$ cat src/rtl/tetris_pkg.sv
// rtl/tetris_pkg.sv - shared mode constants and playfield row-decoder defaults
package tetris_pkg;

  typedef enum logic {
    MODE_DIRECT = 1'b0,
    MODE_SCAN   = 1'b1
  } mode_e;

  localparam int DEF_SEL_W = 3;
  localparam int DEF_ROWS  = 8;
  localparam int DEF_DWELL = 4;

  // Counter width for a modulo-n counter, never narrower than one bit.
  function automatic int cnt_w(input int n);
    return (n > 1) ? $clog2(n) : 1;
  endfunction

endpackage

$ cat src/rtl/onehot_decoder.sv
// rtl/onehot_decoder.sv - combinational binary to one-hot decoder with enable
module onehot_decoder
  import tetris_pkg::*;
#(
  parameter int SEL_W = DEF_SEL_W
) (
  input  logic [SEL_W-1:0]      in,
  input  logic                  en,
  output logic [(1<<SEL_W)-1:0] out
);

  always_comb begin
    out = '0;
    if (en) out[in] = 1'b1;
  end

endmodule

$ cat src/rtl/row_strobe_decoder.sv
// rtl/row_strobe_decoder.sv - registered row decoder with autonomous timed scan
module row_strobe_decoder
  import tetris_pkg::*;
#(
  parameter int SEL_W = DEF_SEL_W,
  parameter int ROWS  = DEF_ROWS,
  parameter int DWELL = DEF_DWELL
) (
  input  logic                  clk,
  input  logic                  reset,
  input  logic                  en,
  input  logic                  mode,
  input  logic [SEL_W-1:0]      sel,
  output logic [(1<<SEL_W)-1:0] out,
  output logic [SEL_W-1:0]      idx,
  output logic                  wrap,
  output logic                  err
);

  localparam int N  = 1 << SEL_W;
  localparam int DW = cnt_w(DWELL);
  localparam logic [SEL_W-1:0] ROW_LAST = SEL_W'(ROWS - 1);
  localparam logic [DW-1:0]    D_LAST   = DW'(DWELL - 1);
  localparam logic [SEL_W:0]   ROWS_V   = (SEL_W + 1)'(ROWS);

  logic [SEL_W-1:0] r, r_eff, dec_in;
  logic [DW-1:0]    d, d_eff;
  logic             mode_q, mode_chg, is_scan, in_range, last_row, last_dwell;
  logic [N-1:0]     dec_out;

  // A mode change restarts the scan before the counters are consumed this cycle.
  always_comb begin
    is_scan    = (mode == MODE_SCAN);
    mode_chg   = (mode != mode_q);
    r_eff      = mode_chg ? '0 : r;
    d_eff      = mode_chg ? '0 : d;
    in_range   = ({1'b0, sel} < ROWS_V);
    last_row   = (r_eff == ROW_LAST);
    last_dwell = (d_eff == D_LAST);
    dec_in     = is_scan ? r_eff : sel;
  end

  onehot_decoder #(.SEL_W(SEL_W)) u_dec (
    .in  (dec_in),
    .en  (is_scan || in_range),
    .out (dec_out)
  );

  always_ff @(posedge clk) begin
    if (reset) begin
      out    <= '0;
      idx    <= '0;
      wrap   <= 1'b0;
      err    <= 1'b0;
      r      <= '0;
      d      <= '0;
      mode_q <= 1'b0;
    end else begin
      mode_q <= mode;
      if (!en) begin
        out  <= '0;
        wrap <= 1'b0;
        err  <= 1'b0;
      end else if (!is_scan) begin
        out  <= dec_out;
        idx  <= sel;
        err  <= ~in_range;
        wrap <= 1'b0;
        if (mode_chg) begin
          r <= '0;
          d <= '0;
        end
      end else begin
        out  <= dec_out;
        idx  <= r_eff;
        err  <= 1'b0;
        wrap <= last_row && last_dwell;
        if (last_dwell) begin
          d <= '0;
          r <= last_row ? '0 : r_eff + SEL_W'(1);
        end else begin
          d <= d_eff + DW'(1);
          r <= r_eff;
        end
      end
    end
  end

endmodule

$ cat config.mk
export PLATFORM = sky130hd
export DESIGN_NAME = row_strobe_decoder
export DESIGN_NICKNAME = d
export VERILOG_FILES = /design/src/rtl/tetris_pkg.sv /design/src/rtl/onehot_decoder.sv /design/src/rtl/row_strobe_decoder.sv
export SDC_FILE = /design/constraint.sdc
export NUM_CORES = 1
export LEC_CHECK = 0
export ABC_CLOCK_PERIOD_IN_PS = 1700
export BUFFER_PORTS_ARGS = -buffer_cell sky130_fd_sc_hd__buf_4
export CAP_MARGIN = 20
export CORE_UTILIZATION = 44
export DETAILED_ROUTE_END_ITERATION = 10
export GPL_ROUTABILITY_DRIVEN = 0
export HOLD_SLACK_MARGIN = 0.02
export PLACE_DENSITY = 0.73
export SLEW_MARGIN = 20
export SYNTH_ARGS = -nofsm -noshare
export SYNTH_HDL_FRONTEND = slang
export SYNTH_SLANG_ARGS = --single-unit
$ cat constraint.sdc
create_clock -name clk -period 1.7 [get_ports clk]
set_clock_uncertainty 0.1 [all_clocks]
set_input_delay 0.17 -clock clk [delete_from_list [all_inputs] [get_ports clk]]
set_output_delay 0.17 -clock clk [all_outputs]
set_load 0.02 [all_outputs]
==> flow_summary_export.csv <==
group,metric,value,unit
synthesis,synth.most_common_cell,"dfxtp_1",
synthesis,synth_xor_area_share,1.17,%
layout,regArea,360,um^2
routing,wl_per_cell,12.1,um
layout,instances_no_fill,119,
synthesis,yosys.area_share.adder,1.68,%
clock_tree,cts_tree,"done",
grt,track_usage,16.2,%
routing,vias_per_cell,5.28,
layout,area_delta_synth_final,29.5,%
synthesis,syn_avg_cell_area,9.32,um^2
routing,drtIter0Drc,21,
power_and_ir_drop,p_per_area,822,nW/um^2
placement,place_area,892,um^2
worst_setup_path,critPathArrivalTime,1680,ps
clock_tree,insertion_delay,290,ps
power_and_ir_drop,ir_drop,436,uV
synthesis,synth_top_family_by_area,"simple AND/OR/NAND/NOR gates",
synthesis,synthTopCellsByArea,"dfxtp_1 (48%), nor2_1 (6.5%), nand2b_1 (3.4%), nor2b_1 (3.4%), buf_6 (3.0%)",
floorplan,die_y,43.2,um
synthesis,synth_cell_types,30,
layout,layout-drive-gt1-share,31.1,%
worst_setup_path,reg2reg_slack,120,ps
worst_setup_path,start_kind,"register",
synthesis,yosysWarnings,0,
grt,antenna_found_initial,0,
floorplan,io_pins,20,
power_and_ir_drop,power_switching_share,23.4,%
placement,dp_hpwl,1050,um
power_and_ir_drop,comb_power_share,12.6,%
synthesis,synthSimpleGateAreaFrac,26.3,%
run_status,status,"finished, final reports clean",
layout,fill_cells,141,
synthesis,synthTopCellsByCount,"dfxtp_1 (18), nor2_1 (13), nand2_1 (6)",
worst_setup_path,crit_chain,"xnor2_2, and2_1, ha_4, nand4_4, nor2_4, nor2_1, a311oi_1",
synthesis,yosysTopAreaCell,"dfxtp_1",
synthesis,synth_ff_type,"dfxtp_1",
worst_setup_path,worstPathMaxFanout,5,
sta,post-route-min-period,1580,ps
sta,worst_pin_slew,499,ps
power_and_ir_drop,p_seq_share,55.1,%
grt,grt_pass1_wl,2250,um
clock_tree,clock-sinks,18,
power_and_ir_drop,power_switching,0.186,mW
routing,drc,0,
floorplan,dieArea,1860,um^2
routing,vias,628,
power_and_ir_drop,pwr-share-clk,32.3,%
sta,rsz0062_at_grt,"false",
power_and_ir_drop,totalPowerFinal,0.794,mW
floorplan,initial_utilization,48.4,%
worst_setup_path,path_class,"reg2reg",
placement,port_buffers,18,
sta,finalCritPeriodShare,92.8,%
worst_setup_path,cp_slowest_stage_delay,390,ps
synthesis,netlist_area,746,um^2
routing,ant_nets,0,
clock_tree,cts_made_buffers,3,
power_and_ir_drop,p_leak,0.398,nW
clock_tree,clock_tree.buffer_depth,2,
job,cap_violations,0,
floorplan,core,1540,um^2
clock_tree,cts-root-buf,"clkbuf_4",
sta,hold_viol,0,
sta,max-slew-margin-rel,66.6,%
worst_setup_path,slowest_stage,"dfxtp_1",
synthesis,synth-edff-count,0,
worst_setup_path,path_buf_inv,0,
synthesis,syn-num-nets,88,
worst_setup_path,required,1800,ps
clock_tree,clk_pin_slew,90,ps
placement,place_inst,112,
synthesis,seq_area_frac_synth,48.3,%
layout,multi_input_area,359,um^2
layout,finalInstanceArea,966,um^2
synthesis,ys_async_sr_fraction,0,%
sta,clock.fmax,634,MHz
sta,holdWs,68.1,ps
power_and_ir_drop,p_int,0.608,mW
grt,grt_max_degree,15,
synthesis,ys_ff_latch,18,
routing,first_pass_iters,4,
synthesis,postSynthCellCount,80,
synthesis,synthMuxAreaShare,0,%
synthesis,synth_compound_area_share,15.8,%
min_path,hold_class,"in2reg",
synthesis,synth_top_area_share,48.3,%
grt,grt-ovfl-total,0,
floorplan,rows,14,
routing,finalWirelength,1440,um
layout,diodes,0,
worst_setup_path,cp_top_family,"simple AND/OR/NAND/NOR gates",
clock_tree,cts.htree.levels,1,
grt,first_global_vias,540,
sta,setup_viol,0,
floorplan,dieWidth,43.2,um
worst_setup_path,crit_path_end_kind,"register",
sta,slew_violations,0,
layout,fin_nets,112,
[registers in the layout, indices dropped and copies added, names as in the netlist]
| signal | cells |
|---|---|
| out | 8 |
| mode_q | 1 |
| d | 2 |
| r | 3 |
| wrap | 1 |
| idx | 3 |
[power groups by stage]
stage / logic, mW / clock network, mW / registers (mW)
detailed placement: 0.0901 / 0 / 0.448
global placement: 0.0884 / 0 / 0.447
CTS: 0.0903 / 0.266 / 0.438
global route: 0.110 / 0.291 / 0.439
finish: 0.100 / 0.257 / 0.438
floorplan: 0.0509 / 0 / 0.455
[through the flow]
| stage | TNS (ps) | util (%) | setup slack (ps) |
|---|---|---|---|
| 2_1_floorplan | 0 | - | 66.9 |
| 3_3_place_gp | 0 | 57.9 | 102 |
| 3_5_place_dp | -6.19 | 57.9 | -6.19 |
| 4_1_cts | 0 | 60.2 | 1.04 |
| 5_1_grt | 0 | 62.7 | 8.36 |
| 6_report | 0 | 62.7 | 122 |
[worst reg2reg max path, stage by stage, from the launching register on]
cell and delay [ps]:
dfxtp_1 390, xnor2_2 140, and2_1 190, ha_4 180, nand4_4 110, nor2_4 110
nor2_1 60, a311oi_1 220
[cell families (layout without fill, tap and decap cells)]
kind of cell             count (synthesis)  after routing
adder cells (fa/ha/maj)                  1              1
other                                    1              1
AND/OR/NAND/NOR                         35             35
AO/OA/AOI/OAI                           17             17
buffers and inverters                    7             30
flip-flops                              18             18
XOR/XNOR                                 1              1
[path summary, 6_finish.rpt]
kind	cells past startpoint	to	from
worst min-delay path	2	idx[2]$_SDFFE_PP0P_	en
worst max register to register	7	r[2]$_SDFFE_PP0P_	mode_q$_SDFF_PP0_
worst min register to register	2	idx[0]$_SDFFE_PP0P_	idx[0]$_SDFFE_PP0P_
worst max-delay path	7	r[2]$_SDFFE_PP0P_	mode_q$_SDFF_PP0_
[repair_timing]
action                                  in CTS  in global routing
endpoints found under the hold margin        0                  1
hold buffers                                 0                  1
resized for setup                            0                  2
endpoints found under the setup margin       0                  3
setup buffers                                0                  2
[layout by cell type (no fill, tap or decap)]
| cell type | count |
|---|---|
| a31oi_1 | 2 |
| nand2_1 | 6 |
| o22ai_1 | 1 |
| and2_1 | 2 |
| conb_1 | 1 |
| ha_4 | 1 |
| nor2b_1 | 4 |
| clkbuf_4 | 3 |
| a21oi_1 | 1 |
| o21a_1 | 1 |
| nand4_4 | 1 |
| o2bb2ai_1 | 1 |
| nor3_2 | 1 |
| buf_4 | 23 |
| o21ai_0 | 4 |
| a22oi_1 | 1 |
| a32oi_1 | 2 |
| a311oi_1 | 2 |
| dlygate4sd3_1 | 1 |
| nor3_1 | 1 |
| dfxtp_1 | 18 |
| xnor2_2 | 1 |
| clkbuf_8 | 1 |
| nor2_1 | 13 |
| nor2_4 | 1 |
| and4b_1 | 1 |
| nand2b_1 | 4 |
| a211oi_1 | 2 |
| nand3_1 | 1 |
| inv_1 | 2 |
[layout make-up]
type / instances / area share (%)
multi-input cells: 55 / 37.2
repair buffers: 24 / 18.9
clock buffers: 4 / 3.76
flip-flops and latches: 18 / 37.3
well taps: 16 / 2.07
inverters: 2 / 0.777
[routing by layer]
layer / part of all wire (%) / global-route usage [%]
met4: 0 / 5.45
met3: 4.1 / 3.83
met2: 53 / 28.1
met1: 43 / 19.3
met5: 0 / 0
Power figures use the tool's default switching activity.
